==> config.mk <==
export PLATFORM = sky130hd
export DESIGN_NAME = winograd_tile_loader
export DESIGN_NICKNAME = d
export VERILOG_FILES = /design/src/rtl/winograd_tile_loader.sv
export SDC_FILE = /design/constraint.sdc
export NUM_CORES = 1
export LEC_CHECK = 0
export ABC_AREA = 1
export CAP_MARGIN = 20
export CORE_ASPECT_RATIO = 0.9
export CORE_MARGIN = 2
export CORE_UTILIZATION = 55
export DETAILED_ROUTE_END_ITERATION = 8
export PLACE_DENSITY = 0.85
export SLEW_MARGIN = 20
export SYNTH_ARGS = -nofsm -noshare
export SYNTH_HDL_FRONTEND = slang
export SYNTH_SLANG_ARGS = --single-unit
export TNS_END_PERCENT = 50
==> constraint.sdc <==
create_clock -name clk -period 11.7 [get_ports clk]
set_input_delay 1.17 -clock clk [delete_from_list [all_inputs] [get_ports clk]]
set_output_delay 1.17 -clock clk [all_outputs]
set_load 0.01 [all_outputs]
==> src/rtl/winograd_tile_loader.sv <==
// Walks a square activation map in SRAM and gathers each overlapping 4x4 tile (stride 2)
// into a 256-bit bundle for the Winograd F(2x2,3x3) engine, handing it over with valid/ready.
module winograd_tile_loader #(
    parameter int DATA_W   = 16,
    parameter int ADDR_W   = 16,
    parameter int SRAM_LAT = 2
) (
    input  logic                 clk,
    input  logic                 rst_n,
    input  logic                 start,
    input  logic [7:0]           size_act,
    input  logic [ADDR_W-1:0]    address_read_base,
    output logic [ADDR_W-1:0]    address,
    output logic                 enable_sram,
    output logic                 wea_sram,
    input  logic [DATA_W-1:0]    data_in,
    output logic [16*DATA_W-1:0] tile_data,
    output logic                 tile_valid,
    input  logic                 tile_ready,
    output logic                 busy,
    output logic                 done,
    output logic                 cfg_err
);

    localparam int DRAIN_W = (SRAM_LAT > 1) ? $clog2(SRAM_LAT) : 1;

    typedef enum logic [2:0] {
        S_IDLE, S_CHECK, S_ISSUE, S_DRAIN, S_HOLD, S_DONE
    } state_t;

    state_t state_reg, state_next;

    logic [7:0]         n_reg;
    logic [ADDR_W-1:0]  base_reg;
    logic [7:0]         tr_reg, tc_reg;
    logic [3:0]         k_reg;
    logic [DRAIN_W-1:0] drain_reg;
    logic               err_reg;

    logic [7:0]  n_m4;
    logic        cfg_bad, last_k, drain_last, last_tile;
    logic [ADDR_W-1:0] row_a, col_a, addr_calc;

    assign n_m4       = n_reg - 8'd4;
    assign cfg_bad    = (n_reg < 8'd4) || n_reg[0];
    assign last_k     = (k_reg == 4'd15);
    assign drain_last = (drain_reg == DRAIN_W'(SRAM_LAT - 1));
    assign last_tile  = (tr_reg == n_m4) && (tc_reg == n_m4);

    // Element address inside the map; wraps modulo 2^ADDR_W by construction.
    assign row_a     = ADDR_W'(tr_reg) + ADDR_W'(k_reg[3:2]);
    assign col_a     = ADDR_W'(tc_reg) + ADDR_W'(k_reg[1:0]);
    assign addr_calc = base_reg + row_a * ADDR_W'(n_reg) + col_a;

    always_ff @(posedge clk) begin
        if (rst_n) begin
            state_reg <= S_IDLE;
        end else begin
            state_reg <= state_next;
        end
    end

    always_comb begin
        state_next = state_reg;
        case (state_reg)
            S_IDLE:  if (start) state_next = S_CHECK;
            S_CHECK: state_next = cfg_bad ? S_DONE : S_ISSUE;
            S_ISSUE: if (last_k) state_next = S_DRAIN;
            S_DRAIN: if (drain_last) state_next = S_HOLD;
            S_HOLD:  if (tile_ready) state_next = last_tile ? S_DONE : S_ISSUE;
            S_DONE:  state_next = S_IDLE;
            default: state_next = S_IDLE;
        endcase
    end

    always_comb begin
        address     = '0;
        enable_sram = 1'b0;
        wea_sram    = 1'b0;
        tile_valid  = 1'b0;
        busy        = 1'b1;
        done        = 1'b0;
        cfg_err     = 1'b0;
        case (state_reg)
            S_IDLE:  busy = 1'b0;
            S_ISSUE: begin
                enable_sram = 1'b1;
                address     = addr_calc;
            end
            S_HOLD:  tile_valid = 1'b1;
            S_DONE:  begin
                done    = 1'b1;
                cfg_err = err_reg;
            end
            default: ;
        endcase
    end

    always_ff @(posedge clk) begin
        if (rst_n) begin
            n_reg     <= '0;
            base_reg  <= '0;
            tr_reg    <= '0;
            tc_reg    <= '0;
            k_reg     <= '0;
            drain_reg <= '0;
            err_reg   <= 1'b0;
        end else begin
            case (state_reg)
                S_IDLE: if (start) begin
                    n_reg    <= size_act;
                    base_reg <= address_read_base;
                end
                S_CHECK: begin
                    tr_reg  <= '0;
                    tc_reg  <= '0;
                    k_reg   <= '0;
                    err_reg <= cfg_bad;
                end
                S_ISSUE: begin
                    k_reg     <= k_reg + 4'd1;
                    drain_reg <= '0;
                end
                S_DRAIN: drain_reg <= drain_reg + DRAIN_W'(1);
                // Advance row-major over tile corners on each accepted transfer.
                S_HOLD: if (tile_ready) begin
                    k_reg <= '0;
                    if (tc_reg == n_m4) begin
                        tc_reg <= '0;
                        tr_reg <= tr_reg + 8'd2;
                    end else begin
                        tc_reg <= tc_reg + 8'd2;
                    end
                end
                default: ;
            endcase
        end
    end

    // Capture line mirrors the SRAM read latency, carrying (valid, slot index).
    logic       pipe_vld_reg [SRAM_LAT];
    logic [3:0] pipe_k_reg   [SRAM_LAT];

    genvar gi;
    generate
        for (gi = 0; gi < SRAM_LAT; gi++) begin : g_pipe
            if (gi == 0) begin : g_head
                always_ff @(posedge clk) begin
                    if (rst_n) begin
                        pipe_vld_reg[gi] <= 1'b0;
                        pipe_k_reg[gi]   <= '0;
                    end else begin
                        pipe_vld_reg[gi] <= (state_reg == S_ISSUE);
                        pipe_k_reg[gi]   <= k_reg;
                    end
                end
            end else begin : g_tail
                always_ff @(posedge clk) begin
                    if (rst_n) begin
                        pipe_vld_reg[gi] <= 1'b0;
                        pipe_k_reg[gi]   <= '0;
                    end else begin
                        pipe_vld_reg[gi] <= pipe_vld_reg[gi-1];
                        pipe_k_reg[gi]   <= pipe_k_reg[gi-1];
                    end
                end
            end
        end
    endgenerate

    logic [DATA_W-1:0] slot_reg [16];

    generate
        for (gi = 0; gi < 16; gi++) begin : g_slot
            always_ff @(posedge clk) begin
                if (rst_n) begin
                    slot_reg[gi] <= '0;
                end else if (pipe_vld_reg[SRAM_LAT-1] && (pipe_k_reg[SRAM_LAT-1] == 4'(gi))) begin
                    slot_reg[gi] <= data_in;
                end
            end
            assign tile_data[gi*DATA_W +: DATA_W] = slot_reg[gi];
        end
    endgenerate

endmodule

; ---- Word level (Yosys, flattened, before mapping)
; Memory sizes are Yosys's and may differ from the RTL's.
; Index checks and enable logic that the tools add are counted.
[op_classes]
n_lt_le_gt_ge = 1
n_addsub = 9
muxes = 93
bitwise = 20
n_reduce_logical = 28
multipliers = 1
n_eq_ne = 28
[op_table]
columns = cell, n
row1 = 16-bit 2-to-1 mux, 17
row2 = 1-bit 2-to-1 mux, 58
row3 = "4-bit equality test, second input constant", 9
row4 = 8-bit 2-to-1 mux, 4
row5 = 8-bit case mux with 2 select lines, 2
row6 = 1-bit OR, 20
row7 = 8-bit by 2-bit adder with 9-bit output, 2
row8 = 3-bit 2-to-1 mux, 6
row9 = 1-bit logical AND, 17
row10 = 16-bit adder, 1
row11 = 16-bit by 9-bit adder with 16-bit output, 1
row12 = "8-bit by 2-bit adder with 8-bit output, second input constant", 2
row13 = "4-bit by 3-bit equality test with 1-bit output, second input constant", 4
row14 = 8-bit equality test, 2
row15 = 9-bit by 8-bit multiplier with 16-bit output, 1
row16 = 3-bit case mux with 5 select lines, 1
row17 = 4-bit 2-to-1 mux, 3
row18 = 4-bit case mux with 3 select lines, 1
row19 = "2-bit inequality test, second input constant", 5
row20 = "4-bit by 2-bit equality test with 1-bit output, second input constant", 2
row21 = "8-bit by 3-bit less-than comparator with 1-bit output, second input constant", 1
row22 = "8-bit by 3-bit subtractor with 8-bit output, second input constant", 1
row23 = "3-bit by 2-bit equality test with 1-bit output, second input constant", 2
row24 = "3-bit equality test, second input constant", 2
row25 = other kinds (13), 16
[word_totals]
inputBits = 44
output_inout_bits = 278
word_cells = 191
ramBits = 266
regBits = 49
mem_count = 3
[mem_list]
columns = memory, depth, word_bits, rd, rd_ports_with_merged_regs, wr, line
row1 = slot_reg, 16, 16, 16, 0, 16, 171  ; logic [DATA_W-1:0] slot_reg [16];
row2 = pipe_k_reg, 2, 4, 2, 0, 2, 142  ; logic [3:0] pipe_k_reg [SRAM_LAT];
row3 = pipe_vld_reg, 2, 1, 2, 0, 2, 141  ; logic pipe_vld_reg [SRAM_LAT];

; ---- Longest topological paths before layout
; An unclocked memory read counts as a cell.
[logic_depth]
ltp_word = 7
ltp_mapped = 30
depth_no_buf = 30

; ---- Least setup slack after synthesis
; No wires, ideal clock.
[synth_timing]
path_type = register -> output
from = reg tr_reg[1]
to = out address[15]
path_buffers = 0
required_ns = 10.530
path_stages_with_launch = 29
arrival_ns = 5.217
path_slack_ns = 5.313
path_cell_list = dfxtp_1 -> ha_1 -> nand2_1 -> nor2_1 -> inv_1 -> nor2_1 -> nor2_1 -> nor2_1 -> nand2_1 -> fa_1 -> inv_1 -> fa_1 -> inv_1 -> fa_1 -> inv_1 -> fa_1 -> inv_1 -> fa_1 -> inv_1 -> ha_1 -> a21oi_1 -> o21ai_0 -> a21oi_1 -> o21ai_0 -> nand2_1 -> nand3_1 -> nand2_1 -> nand2_1 -> nor2_1
[synth_between]
elab_chain_cells = 5
[synth_lines]
columns = element, line
row1 = from (decl), 35  ; logic [7:0] tr_reg, tc_reg;
row2 = from (signal assigned), 130  ; tr_reg <= tr_reg + 8'd2;
row3 = 8-bit by 2-bit adder with 9-bit output, 51  ; assign row_a = ADDR_W'(tr_reg) + ADDR_W'(k_reg[3:2]);
row4 = 9-bit by 8-bit multiplier with 16-bit output, 53  ; assign addr_calc = base_reg + row_a * ADDR_W'(n_reg) + col_a;
row5 = 16-bit adder, 53
row6 = 16-bit by 9-bit adder with 16-bit output, 53
row7 = 16-bit 2-to-1 mux, 84  ; case (state_reg)
row8 = to (decl), 13  ; output logic [ADDR_W-1:0] address,
; Every way passes these cells.

; ---- Worst setup path in the final report
; Ends and elaborated chain as after synthesis.

==> flow_summary.json <==
{
  "dp.cells": 2024,
  "status": "finished clean",
  "yosysUniqueCellTypes": 43,
  "yosys-top-cells-area": "edfxtp_1 (52%), nor2_1 (8.7%), fa_1 (8.3%), dfxtp_1 (7.7%), inv_1 (4.4%)",
  "grt_usage": 0.305,
  "cts_inserted_buffers": 31,
  "cts_max_path_buffers": 3,
  "critical-path-slowest-cell": "clkdlybuf4s50_1",
  "p_comb_frac": 0.188,
  "peakVddDrop_mv": 0.132,
  "worstPathArrival_ns": 6.89,
  "multi_input_area_sq_um": 5150,
  "grt_setup_unrepaired": "no",
  "die_area_sq_um": 28400,
  "synth_edf_count": 256,
  "mostFrequentLayoutCells": "nor2_1 (345), clkdlybuf4s50_1 (320), edfxtp_1 (256)",
  "postCtsSetupBuffers": 0,
  "synth_area_per_cell_sq_um": 10.7,
  "nNetsFinal": 1859,
  "largest_reg_flops": 256,
  "leakagePower_nw": 8.18,
  "clkTransAtPathRegs_ns": 0.06,
  "p_total_mw": 2.91,
  "ant_nets": 0,
  "holdWs_ns": 0.392,
  "cts_sinks": 313,
  "drv_slew": 0,
  "io_pins": 322,
  "synth_top_area_share": 0.516,
  "tns_ns": 0,
  "io_buffers": 320,
  "crit_path_end_kind": "output pin",
  "tightest_slew_ns": 1.01,
  "synth-seq-cells": 313,
  "worstHoldPathType": "reg -> reg",
  "netlist_instances": 1397,
  "finalSetupViolations": 0,
  "die-width_um": 178,
  "rows": 57,
  "die_height_um": 160,
  "grt_overflow": 0,
  "layout_min_cycle_time_ns": 8.06,
  "post_drt_wl_per_cell_um": 20.9,
  "dpl.hpwl_um": 31300,
  "critPathMaxStageDelay_ns": 0.55,
  "yosysTopAreaCell": "edfxtp_1",
  "cp-start-kind": "register",
  "internal_power_mw": 2.07,
  "gp_congestion": 0.940,
  "post-route-drc-count": 0,
  "critPathKind": "reg -> out",
  "clockPowerShare": 0.357,
  "clockRootBuffer": "clkbuf_16",
  "drive_above_1_share": 0.0492,
  "area_delta_synth_final_pct": 30.5,
  "cts_max_level": 1,
  "core_sq_um": 26800,
  "final_hold_viol_count": 0,
  "max_cap_viol_count": 0,
  "syn_area_sq_um": 14900,
  "mostFrequentLayoutCell": "nor2_1",
  "grt_max_degree": 51,
  "cp.required_ns": 10.53,
  "finalClockSkew_ns": 0.0315,
  "post_cts_resized": 0,
  "syn_nets": 1553,
  "dpl_worst_slack_ns": 4.28,
  "p_seq_frac": 0.455,
  "clk_latency_ns": 0.57,
  "ys.flop_type": "edfxtp_1",
  "fin_crit_sh": 0.689,
  "cts_hold_buffers": 0,
  "cts_tree": "built",
  "ys_warn_count": 0,
  "drt_iter0_markers": 1459,
  "p_sw_frac": 0.287,
  "grt_pass1_wl_um": 65300,
  "start_util": 0.556,
  "firstDrtPassIters": 8,
  "fin_ws_ns": 3.64,
  "cp_max_fo": 6,
  "wl_um": 43500,
  "register_area_sq_um": 8830,
  "diodes": 0,
  "synth-async-reset-ratio": 0,
  "fillerInstances": 1766,
  "fmax_mhz": 124,
  "antenna_found_initial": 0,
  "slew_headroom": 0.325,
  "avgViaCountPerCell": 5.57,
  "power_switching_mw": 0.834,
  "ys_seq_area_frac": 0.592,
  "vias": 11600,
  "power_density_nw_per_um2": 149,
  "grt_pass1_vias": 11200,
  "instances_no_fill": 2082
}
==> synthesized netlist by cell type, drive strengths merged (16+ instances only) <==
master / number
nor2: 353
edfxtp: 256
inv: 180
nand2: 167
fa: 62
a21oi: 58
dfxtp: 57
nand3: 55
ha: 50
clkbuf: 43
o21ai: 38
xor2: 16
==> power by group through the flow <==
stage | logic (mW) | clock network [mW] | registers (mW)
final | 0.546 | 1.04 | 1.32
after global routing | 0.605 | 1.08 | 1.33
after CTS | 0.544 | 1.04 | 1.32
after detailed placement | 0.539 | 0 | 1.34
after global placement | 0.530 | 0 | 1.34
after floorplan | 0.335 | 0 | 1.33
==> logic make-up (layout without fill, tap and decap cells) <==
family,count (synthesis),count (layout),share of synthesized area
compound gates,106,106,0.0371
fa+ha+maj,112,112,0.125
buf+inv,238,569,0.0620
xor+xnor,22,22,0.0148
simple gates,605,605,0.168
other cells,1,1,0.000252
flops,313,313,0.592
==> worst max-delay path, delay by kind of cell (launching register included) <==
kind,cells,cell delay (ns)
AOI/OAI and AO/OA,4,0.79
buffers and inverters,7,0.88
adders and majority gates,7,3.03
and+or+nand+nor,10,1.22
DFF,1,0.41
==> per-layer routing <==
metal	vias to the layer above	track usage	wire length, um
li1	5131	-	-
met1	5507	0.385	15600
met2	800	0.508	21000
met3	166	0.0460	4100
met4	0	0.161	2780
met5	-	0	0
==> final cells by class <==
type | count | share of cell area
clock inverter | 20 | 0.0129
inverter | 181 | 0.0349
multi-input combinational | 846 | 0.265
clock buffer | 38 | 0.0418
sequential | 313 | 0.454
tap | 354 | 0.0228
timing repair buffer | 330 | 0.169
==> stage by stage <==
step,cell area [sq um],util
after detailed placement,18400,0.685
after floorplan,14900,-
final,19400,0.725
after CTS,19400,0.725
after global placement,18400,0.685
after global routing,19400,0.725
==> path summary, 6_finish.rpt <==
| path | startpoint | to | slack (ns) | cells past startpoint |
|---|---|---|---|---|
| min | pipe_vld_reg[0] | pipe_vld_reg[1] | 0.39 | 2 |
| max | tr_reg[1] | address[15] | 3.64 | 28 |
| max reg2reg | n_reg[2] | tr_reg[1] | 8.97 | 14 |
| min reg2reg | pipe_vld_reg[0] | pipe_vld_reg[1] | 0.39 | 2 |
Note: power is estimated with default switching activity, not from simulation.
